<file path="src/rtl/spi_pkg.sv">
// Shared definitions for the SPI register controller: frame/response layouts and FSM states.
package spi_pkg;

  localparam int unsigned FRAME_LEN = 16;
  localparam int unsigned ADDR_W    = 7;
  localparam int unsigned DATA_W    = 8;
  localparam int unsigned CNT_W     = 5;

  typedef enum logic [2:0] {
    IDLE   = 3'd0,
    LATCH  = 3'd1,
    DECODE = 3'd2,
    EXEC   = 3'd3,
    RESP   = 3'd4
  } state_t;

  // Incoming command frame, bit 15 first
  typedef struct packed {
    logic              rw;
    logic [ADDR_W-1:0] addr;
    logic [DATA_W-1:0] wdata;
  } cmd_t;

  // Response frame shifted out during the following SPI frame
  typedef struct packed {
    logic              sticky_err;
    logic              bad_addr;
    logic              last_rw;
    logic [CNT_W-1:0]  frame_cnt;
    logic [DATA_W-1:0] data;
  } resp_t;

endpackage

</file>
<file path="src/rtl/spi_reg_bank.sv">
// Register bank: reg 0 is a read-only ID, regs 1..N-1 are writable from SPI (priority) or local port.
module spi_reg_bank
  import spi_pkg::*;
#(
  parameter int unsigned       p_num_regs = 8,
  parameter logic [DATA_W-1:0] p_id       = 8'hA5
) (
  input  logic                         clk,
  input  logic                         rst,
  input  logic                         spi_we,
  input  logic [ADDR_W-1:0]            spi_addr,
  input  logic [DATA_W-1:0]            spi_wdata,
  input  logic                         loc_we,
  input  logic [ADDR_W-1:0]            loc_addr,
  input  logic [DATA_W-1:0]            loc_wdata,
  input  logic [ADDR_W-1:0]            rd_addr,
  output logic [DATA_W-1:0]            rd_data_c,
  output logic [DATA_W*p_num_regs-1:0] regs
);

  logic [DATA_W-1:0] regs_q [1:p_num_regs-1];

  // Only addresses 1..N-1 exist as storage, so writes to 0 or out of range fall through
  always_ff @(posedge clk or negedge rst) begin
    if (!rst) begin
      for (int unsigned i = 1; i < p_num_regs; i++) regs_q[i] <= '0;
    end else begin
      for (int unsigned i = 1; i < p_num_regs; i++) begin
        if (spi_we && spi_addr == ADDR_W'(i))      regs_q[i] <= spi_wdata;
        else if (loc_we && loc_addr == ADDR_W'(i)) regs_q[i] <= loc_wdata;
      end
    end
  end

  always_comb begin
    regs             = '0;
    regs[DATA_W-1:0] = p_id;
    for (int unsigned i = 1; i < p_num_regs; i++) regs[DATA_W*i +: DATA_W] = regs_q[i];
  end

  always_comb begin
    rd_data_c = '0;
    if (rd_addr == '0) rd_data_c = p_id;
    for (int unsigned i = 1; i < p_num_regs; i++) begin
      if (rd_addr == ADDR_W'(i)) rd_data_c = regs_q[i];
    end
  end

endmodule

</file>
<file path="src/rtl/spi_reg_ctrl.sv">
// Decodes spi_slave frames into register reads/writes and loads the response for the next frame.
module spi_reg_ctrl
  import spi_pkg::*;
#(
  parameter int unsigned       p_data_buffer_length  = 32,
  parameter int unsigned       p_width_buffer_length = 6,
  parameter int unsigned       p_num_regs            = 8,
  parameter logic [DATA_W-1:0] p_id                  = 8'hA5
) (
  input  logic                             clk,
  input  logic                             rst,
  input  logic [p_data_buffer_length-1:0]  ip_data_in,
  input  logic                             i_data_valid,
  input  logic                             i_error,
  output logic [p_data_buffer_length-1:0]  op_data_out,
  output logic [p_width_buffer_length-1:0] op_data_count,
  input  logic                             i_loc_valid,
  output logic                             o_loc_ready,
  input  logic [ADDR_W-1:0]                ip_loc_addr,
  input  logic [DATA_W-1:0]                ip_loc_wdata,
  output logic [DATA_W*p_num_regs-1:0]     op_regs,
  output logic [7:0]                       op_err_count
);

  state_t            state;
  cmd_t              cmd_q;
  logic              bad_q;
  logic              sticky_q;
  logic [DATA_W-1:0] resp_data_q;
  logic [CNT_W-1:0]  frame_cnt_q;

  logic              spi_we_c;
  logic              loc_we_c;
  logic [DATA_W-1:0] rd_data_c;
  resp_t             resp_c;
  logic              unused_hi;

  assign op_data_count = p_width_buffer_length'(FRAME_LEN);
  assign unused_hi     = ^ip_data_in[p_data_buffer_length-1:FRAME_LEN];

  assign spi_we_c = (state == DECODE) && cmd_q.rw && !bad_q;
  assign loc_we_c = i_loc_valid && o_loc_ready;

  always_comb begin
    resp_c            = '0;
    resp_c.sticky_err = sticky_q;
    resp_c.bad_addr   = bad_q;
    resp_c.last_rw    = cmd_q.rw;
    resp_c.frame_cnt  = frame_cnt_q + CNT_W'(1);
    resp_c.data       = resp_data_q;
  end

  spi_reg_bank #(
    .p_num_regs (p_num_regs),
    .p_id       (p_id)
  ) u_bank (
    .clk       (clk),
    .rst       (rst),
    .spi_we    (spi_we_c),
    .spi_addr  (cmd_q.addr),
    .spi_wdata (cmd_q.wdata),
    .loc_we    (loc_we_c),
    .loc_addr  (ip_loc_addr),
    .loc_wdata (ip_loc_wdata),
    .rd_addr   (cmd_q.addr),
    .rd_data_c (rd_data_c),
    .regs      (op_regs)
  );

  // Frame sequencer; o_loc_ready is registered so it is low exactly while in DECODE/EXEC
  always_ff @(posedge clk or negedge rst) begin
    if (!rst) begin
      state        <= IDLE;
      cmd_q        <= '0;
      bad_q        <= 1'b0;
      sticky_q     <= 1'b0;
      resp_data_q  <= '0;
      frame_cnt_q  <= '0;
      op_data_out  <= '0;
      op_err_count <= '0;
      o_loc_ready  <= 1'b1;
    end else begin
      case (state)
        IDLE: begin
          if (i_data_valid) begin
            if (i_error) begin
              sticky_q <= 1'b1;
              if (op_err_count != 8'hFF) op_err_count <= op_err_count + 8'd1;
            end else begin
              cmd_q <= cmd_t'(ip_data_in[FRAME_LEN-1:0]);
              state <= LATCH;
            end
          end
        end
        LATCH: begin
          bad_q       <= (8'(cmd_q.addr) >= 8'(p_num_regs)) || (cmd_q.rw && cmd_q.addr == '0);
          o_loc_ready <= 1'b0;
          state       <= DECODE;
        end
        DECODE: begin
          resp_data_q <= bad_q ? '0 : (cmd_q.rw ? cmd_q.wdata : rd_data_c);
          state       <= EXEC;
        end
        EXEC: begin
          o_loc_ready <= 1'b1;
          state       <= RESP;
        end
        RESP: begin
          frame_cnt_q <= resp_c.frame_cnt;
          op_data_out <= p_data_buffer_length'(resp_c);
          state       <= IDLE;
        end
        default: state <= IDLE;
      endcase
    end
  end

endmodule
</file>
<file path="config.mk">
export PLATFORM = sky130hd
export DESIGN_NAME = spi_reg_ctrl
export DESIGN_NICKNAME = d
export VERILOG_FILES = /design/src/rtl/spi_pkg.sv /design/src/rtl/spi_reg_bank.sv /design/src/rtl/spi_reg_ctrl.sv
export SDC_FILE = /design/constraint.sdc
export NUM_CORES = 1
export LEC_CHECK = 0
export CELL_PAD_IN_SITES_DETAIL_PLACEMENT = 1
export CELL_PAD_IN_SITES_GLOBAL_PLACEMENT = 2
export CORE_MARGIN = 2
export CORE_UTILIZATION = 27
export DETAILED_ROUTE_END_ITERATION = 10
export PLACE_DENSITY = 0.78
export SLEW_MARGIN = 10
export SYNTH_ARGS = -nofsm -noshare
export SYNTH_HDL_FRONTEND = slang
export SYNTH_SLANG_ARGS = --single-unit
</file>
<file path="constraint.sdc">
create_clock -name clk -period 2.1 [get_ports clk]
set_input_delay 0.21 -clock clk [delete_from_list [all_inputs] [get_ports clk]]
set_output_delay 0.21 -clock clk [all_outputs]
set_load 0.01 [all_outputs]
</file>
Word level (Yosys, flattened, before mapping)
Index checks and enable logic that the tools add are counted.
Storage, ports and cells
  logic and storage cells: 105
  bits in registers: 115
  output and inout port bits: 111
Cells by class
  reduce and logical (&&, ||, !) cells: 34
  add/sub/neg operators: 2
  muxes and demuxes: 28
  $lt $le $gt $ge: 1
  eq/ne operators: 21
  bitwise operators: 1
Operators with widths (number)
  8-bit two-way mux: 24
  7-bit by 3-bit equality test with 1-bit output, second input constant: 8
  7-bit by 2-bit equality test with 1-bit output, second input constant: 4
  1-bit logical AND: 18
  2-bit nonzero test: 8
  7-bit by 1-bit equality test with 1-bit output, second input constant: 2
  3-bit case mux with 4 select lines: 1
  8-bit by 1-bit adder with 8-bit output, second input constant: 1
  8-bit != test, second input constant: 1
  7-bit by 4-bit greater-or-equal comparator with 1-bit output, second input constant: 1
  7-bit zero test: 1
  3-bit by 2-bit equality test with 1-bit output, second input constant: 2
  3-bit two-way mux: 2
  3-bit AND reduction: 2
  5-bit by 1-bit adder with 5-bit output, second input constant: 1
  2-bit != test, second input constant: 2
  4-bit AND reduction: 1
  3-bit by 1-bit equality test with 1-bit output, second input constant: 1
  3-bit equality test, second input constant: 1
  3-bit zero test: 1
  1-bit case mux with 2 select lines: 1
  2-bit AND reduction: 1
  1-bit zero test: 1
  1-bit logical OR: 1
  1-bit NOT: 1

Depth between registers and ports, before layout
Gate-level depths: netlist of run 1.
  word-level depth: 11
  depth in mapped cells: 8

By module
Synthesis of run 1 repeated with hierarchy kept, for this count alone.
Second synthesis, totals
  cell total of the unflattened synthesis: 530
  area, all modules: 5764.3 µm²
Modules (own cells, without submodules)
  spi_reg_bank: area an instance 3275.6 µm², sequential area each 1401.3 µm², times used 1, cells each 335
  spi_reg_ctrl: area an instance 2488.6 µm², sequential area each 1352.5 µm², times used 1, cells each 195

Worst setup path before layout of run 1
Ideal clock, no wire load.
  path kind: register -> register
  from: register state[0]
  to: register u_bank.regs_q, in the netlist u_bank.regs[24]
  setup slack: -0.084 ns
  data required time: 1.979 ns
  arrival time: 2.063 ns
  library setup time: 0.121 ns
  stages on the path, launching flop included: 8
  path through: dfrtp_1 -> buf_6 -> or4b_4 -> buf_6 -> or4_4 -> buf_6 -> buf_6 -> o22a_1
On the way
  cells in the longest elaborated chain, start to end: 5
  elaborated cells between the ends (all ways): 6
  classes of those cells: eq/ne: 1; mux: 1; reduce/logical: 4
Ends and longest elaborated chain
  from (decl): line spi_reg_ctrl.sv:25  | state_t state;
  from (signal assigned): line spi_reg_ctrl.sv:73  | state <= IDLE;
  from (signal assigned): line spi_reg_ctrl.sv:91  | state <= LATCH;
  from (signal assigned): line spi_reg_ctrl.sv:98  | state <= DECODE;
  3-bit by 2-bit equality test with 1-bit output *: line spi_reg_ctrl.sv:41  | assign spi_we_c = (state == DECODE) && cmd_q.rw && !bad_q;
  1-bit logical AND * (2 in a row): line spi_reg_ctrl.sv:41
  1-bit logical AND *: line spi_reg_bank.sv:29  | if (spi_we && spi_addr == ADDR_W'(i)) regs_q[i] <= spi_wdata;
  8-bit two-way mux or 2-bit nonzero test (tied branches)
  to (signal, indexed assignment): line spi_reg_bank.sv:29
  to (signal, indexed assignment): line spi_reg_bank.sv:30  | else if (loc_we && loc_addr == ADDR_W'(i)) regs_q[i] <= loc_wdata;
  to (decl): line spi_reg_bank.sv:21  | logic [DATA_W-1:0] regs_q [1:p_num_regs-1];
Mark *: on every way between the ends. The rest lies on a longest branch, timed or not.
A chain may end at the register's enable or synchronous reset.

Worst setup path in the final report of run 1
  from: register state[0]
  to: register u_bank.regs_q, in the netlist u_bank.regs[27]
Same word-level chain as after synthesis.

==> results of run 1 <==
-- final cells by class --
type,instances,area [um^2],share of cell area
clock inverter,5,56.3,0.00717
sequential,110,2750,0.350
tap,275,344,0.0438
multi-input combinational,422,2860,0.364
inverter,7,26.3,0.00334
timing repair buffer,160,1560,0.199
clock buffer,11,253,0.0322
-- worst register-to-register path, stage by stage (launching register included) --
cell	delay, ns
dfrtp_1	0.41
or4b_4	0.66
or4_4	0.65
o22a_1	0.24
-- layout by cell type (no fill, tap or decap), drive strengths merged, types with 17 or more instances in the layout --
master / count
a21oi: 45
nor2: 49
clkdlybuf4s50: 115
nand2: 34
mux2: 32
mux2i: 47
nand3: 17
dfrtp: 109
nor2b: 17
conb: 30
buf: 44
-- stage by stage --
step | total power, mW | instance area, um^2 | setup slack, ns | hold WS (ns) | TNS [ns]
after floorplan | 5.06 | 5980 | -0.0220 | -0.0856 | -0.0880
after global placement | 6.74 | 7450 | 0.0724 | 0.217 | 0
after detailed placement | 6.90 | 7450 | 0.0201 | 0.235 | 0
after CTS | 8.72 | 7770 | -0.00169 | 0.389 | -0.00169
after global routing | 9.20 | 7860 | -0.00623 | 0.424 | -0.00623
final | 8.77 | 7860 | 0.0325 | 0.374 | 0
-- power by group --
part | leakage [nW] | total, mW | switching (mW) | internal [mW]
Sequential | 1.26 | 3.42 | 0.755 | 2.66
Clock | 0.152 | 1.81 | 0.817 | 0.992
Combinational | 1.88 | 3.55 | 1.85 | 1.70
Total | 3.29 | 8.77 | 3.42 | 5.36
-- layer usage --
| layer | vias up | GRT usage | part of all wire |
|---|---|---|---|
| met1 | 2592 | 0.244 | 0.43 |
| li1 | 2296 | - | - |
| met3 | 38 | 0.0370 | 0.066 |
| met2 | 198 | 0.289 | 0.47 |
| met4 | 0 | 0.0743 | 0.033 |
| met5 | - | 0 | 0 |
-- Yosys cell counts, drive strengths merged, types with 2 or more instances --
cell type	number
dfrtp	109
nor2	49
mux2i	47
a21oi	45
buf	38
nand2	34
mux2	32
clkbuf	28
nand3	17
nor2b	17
o21ai	14
a221oi	12
nand4	11
and3	10
a2bb2oi	9
a31oi	8
o31ai	8
inv	7
nand2b	7
o21a	7
xor2	7
nor3	6
xnor2	5
a21boi	4
nor4	4
o22a	4
and2	3
o221ai	3
o2bb2ai	3
o41ai	3
or4	3
a21o	2
conb	2
ha	2
nand4b	2
nor3b	2
nor4b	2
-- timing repair --
action                                  4_1_cts  5_1_grt
endpoints found under the hold margin        36        0
endpoints found under the setup margin        1       46
gates cloned                                  0        2
resized for setup                             0       13
hold buffers                                  1        0
pin swaps                                     0        3
setup buffers                                 0        2
-- flip-flops by register name, indices dropped and copies added, names as in the netlist --
register / count
o_loc_ready: 1
u_bank.regs: 56
resp_data_q: 8
frame_cnt_q: 4
op_err_count: 8
op_data_out: 12
bad_q: 1
sticky_q: 1
state: 3
cmd_q: 16
-- kinds of logic (layout without fill, tap and decap cells) --
logic type	count (synthesis)	in the layout	share of synthesized area
other	2	30	0.00128
muxes	79	79	0.142
adders and majority gates	2	2	0.00426
xor gates and xnor gates	12	12	0.0179
buffers and inverters	73	183	0.0714
AOI/OAI and AO/OA	127	127	0.144
DFF	110	110	0.469
and+or+nand+nor	171	172	0.151
-- worst max path at each step --
stage / slack [ns] / startpoint / end
2_1_floorplan: -0.02 / cmd_q[11] / u_bank.regs[24]
3_3_place_gp: 0.07 / cmd_q[11] / u_bank.regs[27]
3_5_place_dp: 0.02 / cmd_q[11] / u_bank.regs[27]
4_1_cts: -0.002 / cmd_q[11] / u_bank.regs[37]
5_1_grt: -0.006 / state[0] / u_bank.regs[27]
6_report: 0.03 / state[0] / u_bank.regs[27]
==> out/results.env, run 1 <==
RUN_STATUS='completed'
PERIOD_MINUS_SLACK_NS=2.07
CELL_COUNT_AFTER_SYNTHESIS=576
SYNTH_SEQ_AREA_SHARE=0.469
STATIC-LEAKAGE-POWER_nW=3.29
DRT-INITIAL-DRC-COUNT=383
CLK_PIN_SLEW_WORST_PATHS_NS=0.07
FINAL_CELLS=990
CTS_INSERTED_BUFFERS=9
POSTROUTEANTENNANETS=0
DIE-AREA_MM2=0.0229
TRITONCTS='yes'
POST_SYNTH_MAIN_AREA_CONTRIBUTORS='dfrtp_1 46%, mux2i_1 8.0%, mux2_2 6.1%, a21oi_1 3.8%, buf_4 3.8%'
DR.PASS1.ITERS=5
CLK_PATH_BUF_DEPTH=2
SYNTHARSTFLOPSHARE=1.00
NETLIST_AREA_MM2=0.00587
TIMING.CRITICAL_PATH.DEPTH=3
GRT_PASS1_VIAS=5258
LAYOUT-AREA-OVERHEAD-VS-SYNTH_PCT=33.9
CRITICAL-PATH-SLOWEST-CELL='or4b_4'
STARTING_UTILIZATION_OF_THE_CORE_AREA=0.277
DRV_CAP=0
WORST_SLEW_PIN_SLEW_NS=0.746
TIMING_HOLD_VIOLATIONS_FINAL=0
WORST_SLEW_MARGIN_REL=0.501
WORSTPATHREQUIRED_NS=2.34
TIMING.SETUP.CRITICAL_PATH_CLASS='reg2reg'
YOSYS.CELL_TYPES.COUNT=53
GRT_SETUP_UNREPAIRED='yes'
WORST_SETUP_PATH_START_KIND='flip-flop'
FINALSETUPVIOLATIONS=0
FINALCOREUTILIZATION=0.371
TRACK_USAGE=0.183
CRITPATHCAPTURETYPE='flip-flop'
CP_SLOWEST_STAGE_DELAY_NS=0.66
NUMBER_OF_FLIP_FLOPS_AND_LATCHES_IN_THE_SYNTHESIZED_NETLIST=110
RR_WORST_DEPTH=3
REMAINING_DRC_ERRORS=0
GRT_OVERFLOW=0
POST-ROUTE-PERIOD-UTIL=0.985
DIE_X_UM=151
CP.BUFFERS_INVERTERS=0
CRITPATHMAXFANOUT=8
FLOORPLAN.ROWS=53
REGTOREGENDPOINT='u_bank.regs[27]'
VIA_PER_INST=5.18
POST_DRT_WL_PER_CELL_UM=21.4
TIMING_MAX_TRANSITION_VIOLATIONS_FINAL=0
NUM-NETS-FINAL=764
REG2REG_SETUP_SLACK_NS=0.03
REG_TO_REG_STARTPOINT='state[0]'
MIN-DELAY-PATH-CLASS='in2async'
PWR_DENSITY_CELL_mW_PER_MM2=1120
CTS_HTREE_LEVELS=3
IRDROPWORSTVDD_uV=451
GRT_FIRST_PASS_WIRELENGTH_MM=31.1
SYNTH.TOP_CELL.AREA_SHARE=0.465
GRT_MAX_DEGREE=43
DRIVE_GT1_FRAC=0.152
DESIGN.PORTCOUNT=163
PORT_BUFFERS=116
CP_DATA_ARRIVAL_TIME_NS=2.31
FP.COREAREA_MM2=0.0212
CRITPATHTOPFAMILY='simple AND/OR/NAND/NOR gates'
YS_WARN_COUNT=0
WORST_PATH_CELL_CHAIN='or4b_4 -> or4_4 -> o22a_1'
SYNTH-EDFF-COUNT=0
CLK_LATENCY_NS=0.36
DIE_Y_UM=151
MAX_FREQ_MHz=484
CLOCK_SINK_COUNT=110
CLOCKROOTBUFFER='clkbuf_16'
DP_HPWL_MM=15.6
FINAL.FILL_COUNT=2334
PLACE.DETAILED.INSTANCES=969
GPL.FINAL_WEIGHTED_CONGESTION=0.910
TOTALWIRELENGTH_MM=21.2
ANTENNA_CELLS=0
AVGSYNTHCELLAREA_UM2=10.2
DOMINANTREGCELLSYNTH='dfrtp_1'
ANTENNA_FOUND_INITIAL=0
ROUTED-VIA-COUNT=5124
LIBRARY_CELL_OCCUPYING_THE_MOST_AREA_IN_THE_POST_SYNTHESIS_NETLIST='dfrtp_1'
FIN_SKEW_NS=0.00709
(Power assumes the default switching activity.)
==> inputs of run 2 (changes only) <==
Settings changed: REMOVE_ABC_BUFFERS set to 1.
==> out/results.env, run 2 (synthesis results as in run 1) <==
GRT_PASS1_VIAS=5440  # +3.5%
POWER_mW=8.80  # +0.31%
DP_HPWL_MM=15.7  # +0.33%
MAX_FREQ_MHz=488  # +0.80%
MIN-DELAY-PATH-CLASS='in2async'
PORT_BUFFERS=116  # unchanged
FP.COREAREA_MM2=0.0212  # unchanged
DPL-INSTANCE-AREA_MM2=0.00749  # +0.54%
LAYOUT.CELLS.MOST_COMMON_LIST='115 x clkdlybuf4s50_1, 109 x dfrtp_1, 49 x nor2_1, 47 x mux2i_1, 46 x buf_4'
CRITPATHCAPTURETYPE='flip-flop'
POSTROUTEANTENNANETS=0  # unchanged
ANTENNA_CELLS=0  # unchanged
POST_DRT_WL_PER_CELL_UM=20.9  # -2.2%
FLOORPLAN.ROWS=53  # unchanged
IRDROPWORSTVDD_uV=520  # +15%
FINALSETUPVIOLATIONS=0  # unchanged
CTS_HTREE_LEVELS=3  # unchanged
TIMING_MAX_TRANSITION_VIOLATIONS_FINAL=0  # unchanged
TOTALWIRELENGTH_MM=20.8  # -1.6%
CLOCK_SINK_COUNT=110  # unchanged
WORST_SLEW_MARGIN_REL=0.591  # +0.0893
CLK_PATH_BUF_DEPTH=2  # unchanged
DIE_Y_UM=151  # unchanged
GRT_OVERFLOW=0  # unchanged
DIE_X_UM=151  # unchanged
REMAINING_DRC_ERRORS=0  # unchanged
PLACE.DETAILED.INSTANCES=976  # +0.72%
DIE-AREA_MM2=0.0229  # unchanged
LAYOUT-AREA-OVERHEAD-VS-SYNTH_PCT=34.7
GRT_MAX_DEGREE=44  # +2.3%
DR.PASS1.ITERS=4  # -1
LARGEST_REG_FLOPS=56  # unchanged
DRIVE_GT1_FRAC=0.155  # +0.00289
TIMING.SETUP.CRITICAL_PATH_CLASS='reg2reg'
DRT-INITIAL-DRC-COUNT=293  # -23%
FIN_AREA_MM2=0.00790  # +0.54%
STARTING_UTILIZATION_OF_THE_CORE_AREA=0.277  # unchanged
NUM-NETS-FINAL=770  # +0.79%
CLK_LATENCY_NS=0.36  # about the same
CLOCKROOTBUFFER='clkbuf_16'
STATIC-LEAKAGE-POWER_nW=3.32  # +0.84%
FINAL_COMMON_CELL='clkdlybuf4s50_1'
FINAL_CELLS=996  # +0.61%
PERIOD_MINUS_SLACK_NS=2.05  # -0.0164 ns
ROUTED-VIA-COUNT=5061  # -1.2%
TRITONCTS='yes'
GRT_SETUP_UNREPAIRED='no'
POST-ROUTE-PERIOD-UTIL=0.977  # -0.00781
RUN_STATUS='completed'
GRT_FIRST_PASS_WIRELENGTH_MM=31.5  # +1.1%
FINALCOREUTILIZATION=0.373  # +0.00201
DETAILEDPLACE.WORSTSLACK_NS=-0.0362  # -0.0563 ns
ANTENNA_FOUND_INITIAL=0  # unchanged
TIMING_HOLD_VIOLATIONS_FINAL=0  # unchanged
DESIGN.PORTCOUNT=163  # unchanged
CP_DATA_ARRIVAL_TIME_NS=2.29  # -0.02 ns
CRITPATHMAXFANOUT=16  # +8
CLK_PIN_SLEW_WORST_PATHS_NS=0.08  # about the same
FINAL.FILL_COUNT=2340  # +0.26%
FIN_SKEW_NS=0.00729  # +0.000209 ns
PWR_DENSITY_CELL_mW_PER_MM2=1110  # -0.23%
TRACK_USAGE=0.184  # +0.00112
TIMING.FINAL.WS_SETUP_NS=0.0489  # +0.0164 ns
WORST_SLEW_PIN_SLEW_NS=0.613  # -0.134 ns
GPL.FINAL_WEIGHTED_CONGESTION=0.835  # -8.2%
WORST_SETUP_PATH_START_KIND='flip-flop'
DRV_CAP=0  # unchanged
WORSTPATHREQUIRED_NS=2.34  # about the same
CTS_INSERTED_BUFFERS=9  # unchanged
VIA_PER_INST=5.08  # -1.8%
run 2: cell type report:
class	instances	area [um^2]	area share
well taps	275	344	0.0436
repair buffers	167	1600	0.202
inverters	7	26.3	0.00333
clock buffers	12	267	0.0337
multi-input cells	421	2840	0.359
clock inverters	4	76.3	0.00966
flip-flops and latches	110	2750	0.349
run 2: power breakdown:
part	switching, mW	internal (mW)
clock	0.817	1.15
combinational	1.77	1.68
sequential	0.723	2.66
run 2: final timing paths:
| check | from | end | slack (ns) | cells past startpoint |
|---|---|---|---|---|
| hold / removal | rst | frame_cnt_q[2] | 0.25 | 2 |
| max in group asynchronous | rst | u_bank.regs[44] | 1.11 | 3 |
| setup / recovery | state[0] | u_bank.regs[30] | 0.05 | 3 |
| setup reg to reg | state[0] | u_bank.regs[30] | 0.05 | 3 |
| hold reg to reg | sticky_q | sticky_q | 0.45 | 1 |
| min in group clk | sticky_q | sticky_q | 0.45 | 1 |
run 2: per-stage QoR:
step | hold slack [ns] | TNS [ns]
after floorplan | -0.0856 | -2.12
after global placement | 0.0763 | 0
after detailed placement | 0.0828 | -0.0665
after CTS | 0.246 | 0
after global routing | 0.260 | 0
final | 0.247 | 0
run 2: metal layers:
metal,part of all wire,track usage,vias up
met5,0,0,-
met4,0.024,0.0692,0
met3,0.043,0.0220,28
met2,0.50,0.317,148
met1,0.44,0.236,2580
li1,-,-,2305
run 2: timing repair:
action | CTS | global route
endpoints found under the hold margin | 12 | 0
gates resized for setup | 0 | 12
setup buffers | 0 | 2
hold buffers | 1 | 0
endpoints found under the setup margin | 0 | 37
run 2: worst max-delay path, stage by stage (launching register included):
cell and delay, ns:
dfrtp_1 0.39, or4b_4 0.62, or4_4 0.67, o22a_1 0.25
==> inputs of run 3 (changes only) <==
Settings changed: CTS_CLUSTER_SIZE set to 24.
==> results of run 3 <==
Same layout as run 2: the final DEF is identical, and so are final timing and power.
==> edit 1 (settings of run 2) <==
Set the package constant `FRAME_LEN` to 8 (it was 16).
--- a/src/rtl/spi_pkg.sv
+++ b/src/rtl/spi_pkg.sv
@@ -1,7 +1,7 @@
 // Shared definitions for the SPI register controller: frame/response layouts and FSM states.
 package spi_pkg;
 
-  localparam int unsigned FRAME_LEN = 16;
+  localparam int unsigned FRAME_LEN = 8;
   localparam int unsigned ADDR_W    = 7;
   localparam int unsigned DATA_W    = 8;
   localparam int unsigned CNT_W     = 5;
Check against the original RTL: not equivalent (a bounded check fails within 4 cycles, from zero or initial values and one cycle with rst low).
==> edit 1 against run 2 <==
  * The flow now finishes with violations (hold timing)
  * Area after synthesis shrank 43%
  * Setup slack better by 0.19 ns
  * Total power shrank 50%
  * Cell count shrank 47%
  * Core utilization increased by 1.8 points
  * Cell area fell by 40%
  * Sequential cell count down 33
  * Critical path depth increased by 2
  * Clock skew fell by 0.0018 ns
  * Routed wire length decreased by 63%
  * Critical endpoint unchanged
==> edit 1: results (changes against run 2) <==
| Metric | Value |
|---|---|
| Skew-Pair Late Insertion Delay | 0.33 ns (was 0.36 ns) |
| Register area share after synthesis | 57.26% (was 46.94%) |
| Layout cells sized above 1 | 26.82% (was 15.53%) |
| Vias/cell | 4.183 (was 5.081) |
| Routed len/inst | 14.81 um (was 20.90 um) |
| Reg2reg setup slack | 0.24 ns (was 0.05 ns) |
| Port bufs | 94 (was 116) |
| Worst-path clk slew | 0.06 ns (was 0.08 ns) |
| GP Congestion | 0.7304 (was 0.8350) |
| Outcome | complete, but fails checks (was complete, no violations) |
| Final net count | 407 (was 770) |
| M1 WL | 3213 um (was 9120 um) |
| Metal3 WL | 532 um (was 893 um) |
| Clock skew | 0.005457 ns (was 0.007294 ns) |
| Most area-consuming cells after synthesis | dfrtp_1 56%, mux2_2 20%, buf_4 8.7% (was dfrtp_1 46%, mux2i_1 8.0%, mux2_2 6.1%) |
| Failing checks | hold timing |
| Final Routed Wirelength | 7788 um (was 20810 um) |
| Metal2 WL | 3933 um (was 10310 um) |
| Commonest cells in the netlist | 76 x dfrtp_1, 59 x mux2_2, 39 x buf_4, 11 x nand2_1 (was 109 x dfrtp_1, 49 x nor2_1, 47 x mux2i_1, 45 x a21oi_1, 34 x nand2_1) |
| Worst path slowest cell | dfstp_2 (was or4_4) |
| Critical path fanouts, max | 4 (was 16) |
| Vias in the first global route | 2346 (was 5440) |
| Hold Fails Final Rpt | 22 (was 0) |
| WHS | -0.01528 ns (was 0.2465 ns) |
| Synthesized netlist cell count | 245 (was 576) |
| Largest net degree at the start of global routing | 67 (was 44) |
| Starting DRT DRC Count | 70 (was 293) |
| Worst EP arrival | 2.07 ns (was 2.29 ns) |
| Placed insts | 510 (was 976) |
| Post-DP HPWL | 5757 um (was 15690 um) |
| P_leak | 2.209 nW (was 3.319 nW) |
[edit 1: cell type report]
| type | instances | area (um2) |
|---|---|---|
| tap | 168 | 210.2 |
| multi-input combinational | 159 | 1259 |
| fill | 1319 | 7370 |
| inverter | 2 | 7.507 |
| clock inverter | 4 | 55.05 |
| clock buffer | 12 | 256.5 |
| sequential | 77 | 1928 |
| timing repair buffer | 104 | 1026 |
[edit 1: logic make-up after synthesis]
kind of cell	Yosys count	synth area share (%)
fa+ha+maj	2	0.7431
xor+xnor	8	2.081
flops	77	57.26
mux	61	20.51
buf+inv	43	9.142
other cells	2	0.2230
compound gates	6	1.189
simple gates	46	8.844
[edit 1: per-stage QoR]
step | power [W] | area [um2] | worst slack, ns
floorplan | 0.002297 | 3194 | 0.3580
global placement | 0.002832 | 4431 | 0.07904
detailed placement | 0.002865 | 4431 | 0.06865
CTS | 0.004500 | 4742 | 0.2252
global route | 0.004668 | 4742 | 0.1720
finish | 0.004412 | 4742 | 0.2423
[edit 1: worst max-delay path by stage]
stage	from	end	slack (ns)	depth (start not counted)
5_1_grt	o_loc_ready	u_bank.regs[26]	0.17	5
3_5_place_dp	ip_loc_addr[5]	u_bank.regs[26]	0.07	6
3_3_place_gp	ip_loc_addr[5]	u_bank.regs[30]	0.08	6
2_1_floorplan	state[0]	op_err_count[5]	0.36	4
6_report	o_loc_ready	u_bank.regs[30]	0.24	5
4_1_cts	o_loc_ready	u_bank.regs[30]	0.23	5
[edit 1: power by group]
part	switching (W)	internal, W
Combinational	0.000395	0.000552
Clock	0.000597	0.000991
Sequential	0.000194	0.00168
[edit 1: metal layers]
| metal | track usage (%) | up-vias |
|---|---|---|
| met3 | 3.975 | 11 |
| met4 | 4.286 | 0 |
| met2 | 21.44 | 90 |
| li1 | - | 989 |
| met1 | 14.60 | 1110 |
| met5 | 0 | - |
==> edit 2 (config.mk and constraints of run 2) <==
Made on the original files. The 5 states of `state_t` get a one-hot encoding in 5 bits.
--- a/src/rtl/spi_pkg.sv
+++ b/src/rtl/spi_pkg.sv
@@ -6,12 +6,12 @@
   localparam int unsigned DATA_W    = 8;
   localparam int unsigned CNT_W     = 5;
 
-  typedef enum logic [2:0] {
-    IDLE   = 3'd0,
-    LATCH  = 3'd1,
-    DECODE = 3'd2,
-    EXEC   = 3'd3,
-    RESP   = 3'd4
+  typedef enum logic [4:0] {
+    IDLE   = 5'b00001,
+    LATCH  = 5'b00010,
+    DECODE = 5'b00100,
+    EXEC   = 5'b01000,
+    RESP   = 5'b10000
   } state_t;
 
   // Incoming command frame, bit 15 first
Check against the original RTL: no difference found for any inputs over 4 cycles, from zero or initial values and one cycle with rst low; so few cycles prove little.
==> edit 2 against run 2 <==
  * Area after synthesis is 4.7% higher
  * Hold slack gained 0.11 ns
  * Synthesized cell count down 9.7%
  * Die area increased by 4.6%
  * Count of clock-buffer cells in the layout down 1
  * Non-clock buffer count up 5
  * Routed wire length shrank 4.2%
  * Setup slack about the same
  * Global-route usage shrank 1.4 points
  * Cell count decreased by 3.2%
  * Sequential cell count grew 2
  * Cell area increased by 5.9%
Power is not compared: it rests on default switching activity, and its combinational part moved more than twofold at a synthesized area within 25%.
==> edit 2: results (changes against run 2) <==
| Metric | Value |
|---|---|
| Outcome | complete, no violations (unchanged) |
| Starting DRT DRC Count | 213 (was 293) |
| Worst path slowest cell | dfrtp_1 (was or4_4) |
| Slew HR | 62.90% (was 59.07%) |
| Yosys cell types | 56 (was 53) |
| Share of flip-flops with an asynchronous set or reset | 100.0% (unchanged) |
| Post-DP HPWL | 14800 um (was 15690 um) |
| Clock skew | 0.01307 ns (was 0.007294 ns) |
| Commonest cells in the netlist | 110 x dfrtp_1, 88 x mux2_2, 52 x mux2_1, 51 x nand2_1, 31 x buf_4 (was 109 x dfrtp_1, 49 x nor2_1, 47 x mux2i_1, 45 x a21oi_1, 34 x nand2_1) |
| Mux contribution to synthesized area | 26.32% (was 14.16%) |
| P_sw | ~0.0017 W |
| Synthesized netlist cell count | 520 (was 576) |
| Final net count | 728 (was 770) |
| Gr usage total | 17.00% (was 18.40%) |
| Critical path fanouts, max | 19 (was 16) |
| Cells on worst reg2reg path | 7 (was 3) |
| Xor/xnor cell area share of the yosys netlist | 1.711% (was 1.791%) |
| Layout cells sized above 1 | 27.54% (was 15.53%) |
| DP Area | 0.007903 mm2 (was 0.007490 mm2) |
| Post-cts resize count | 5 (was 0) |
| Max reg flops | 56 (unchanged) |
| First-pass GRT wire length | 30920 um (was 31460 um) |
| Worst EP arrival | 2.29 ns (about the same) |
| GP Congestion | 0.8413 (was 0.8350) |
| Most area-consuming cells after synthesis | dfrtp_1 45%, mux2_2 16%, mux2_1 9.5% (was dfrtp_1 46%, mux2i_1 8.0%, mux2_2 6.1%) |
| Skew-Pair Late Insertion Delay | 0.36 ns (about the same) |
| Worst-path clk slew | 0.08 ns (about the same) |
| Synth Area in Adders | 0.4074% (was 0.4265%) |
| Setup WS pre-CTS | -0.4377 ns (was -0.03617 ns) |
| Register area share after synthesis | 45.67% (was 46.94%) |
| Max incr delay on CP | 0.39 ns (was 0.67 ns) |
| Vias in the first global route | 5160 (was 5440) |
| Largest net degree at the start of global routing | 49 (was 44) |
| P_leak | 3.931 nW |
| Complex-gate fraction of the synthesized area | 6.885% (was 14.35%) |
| Via count | 4726 (was 5061) |
| Final Routed Wirelength | 19940 um (was 20810 um) |
| Initial antenna violation count | 0 (unchanged) |
| Detailed-router iteration count before antenna repair | 5 (was 4) |
| Layout Cells excl Fill | 964 (was 996) |
| Placed insts | 945 (was 976) |
| Worst Hold Class | primary input to async pin (unchanged) |
| Postcts setup bufs | 2 (was 0) |
==> edit 2: path summary, 6_finish.rpt <==
check	from	end	slack, ns
min in group clk	ip_data_in[5]	cmd_q[5]	0.44
max in group asynchronous	rst	cmd_q[8]	1.09
min	rst	resp_data_q[2]	0.36
max	state[1]	u_bank.regs[39]	0.05
min reg2reg	sticky_q	sticky_q	0.48
max reg2reg	state[1]	u_bank.regs[39]	0.05
==> edit 2: layout make-up <==
type	instances	area, um2
fillers	2445	14140
repair buffers	172	1662
clock buffers	11	242.7
well taps	285	356.6
clock inverters	5	103.9
multi-input cells	367	3147
inverters	12	45.04
flip-flops and latches	112	2806
==> edit 2: metal layers <==
metal | global-route usage [%] | routed length, um | vias to the layer above
met2 | 28.64 | 9753 | 127
met1 | 22.79 | 9228 | 2437
met5 | 0 | 0 | -
li1 | - | - | 2141
met3 | 2.746 | 697 | 21
met4 | 4.409 | 259 | 0
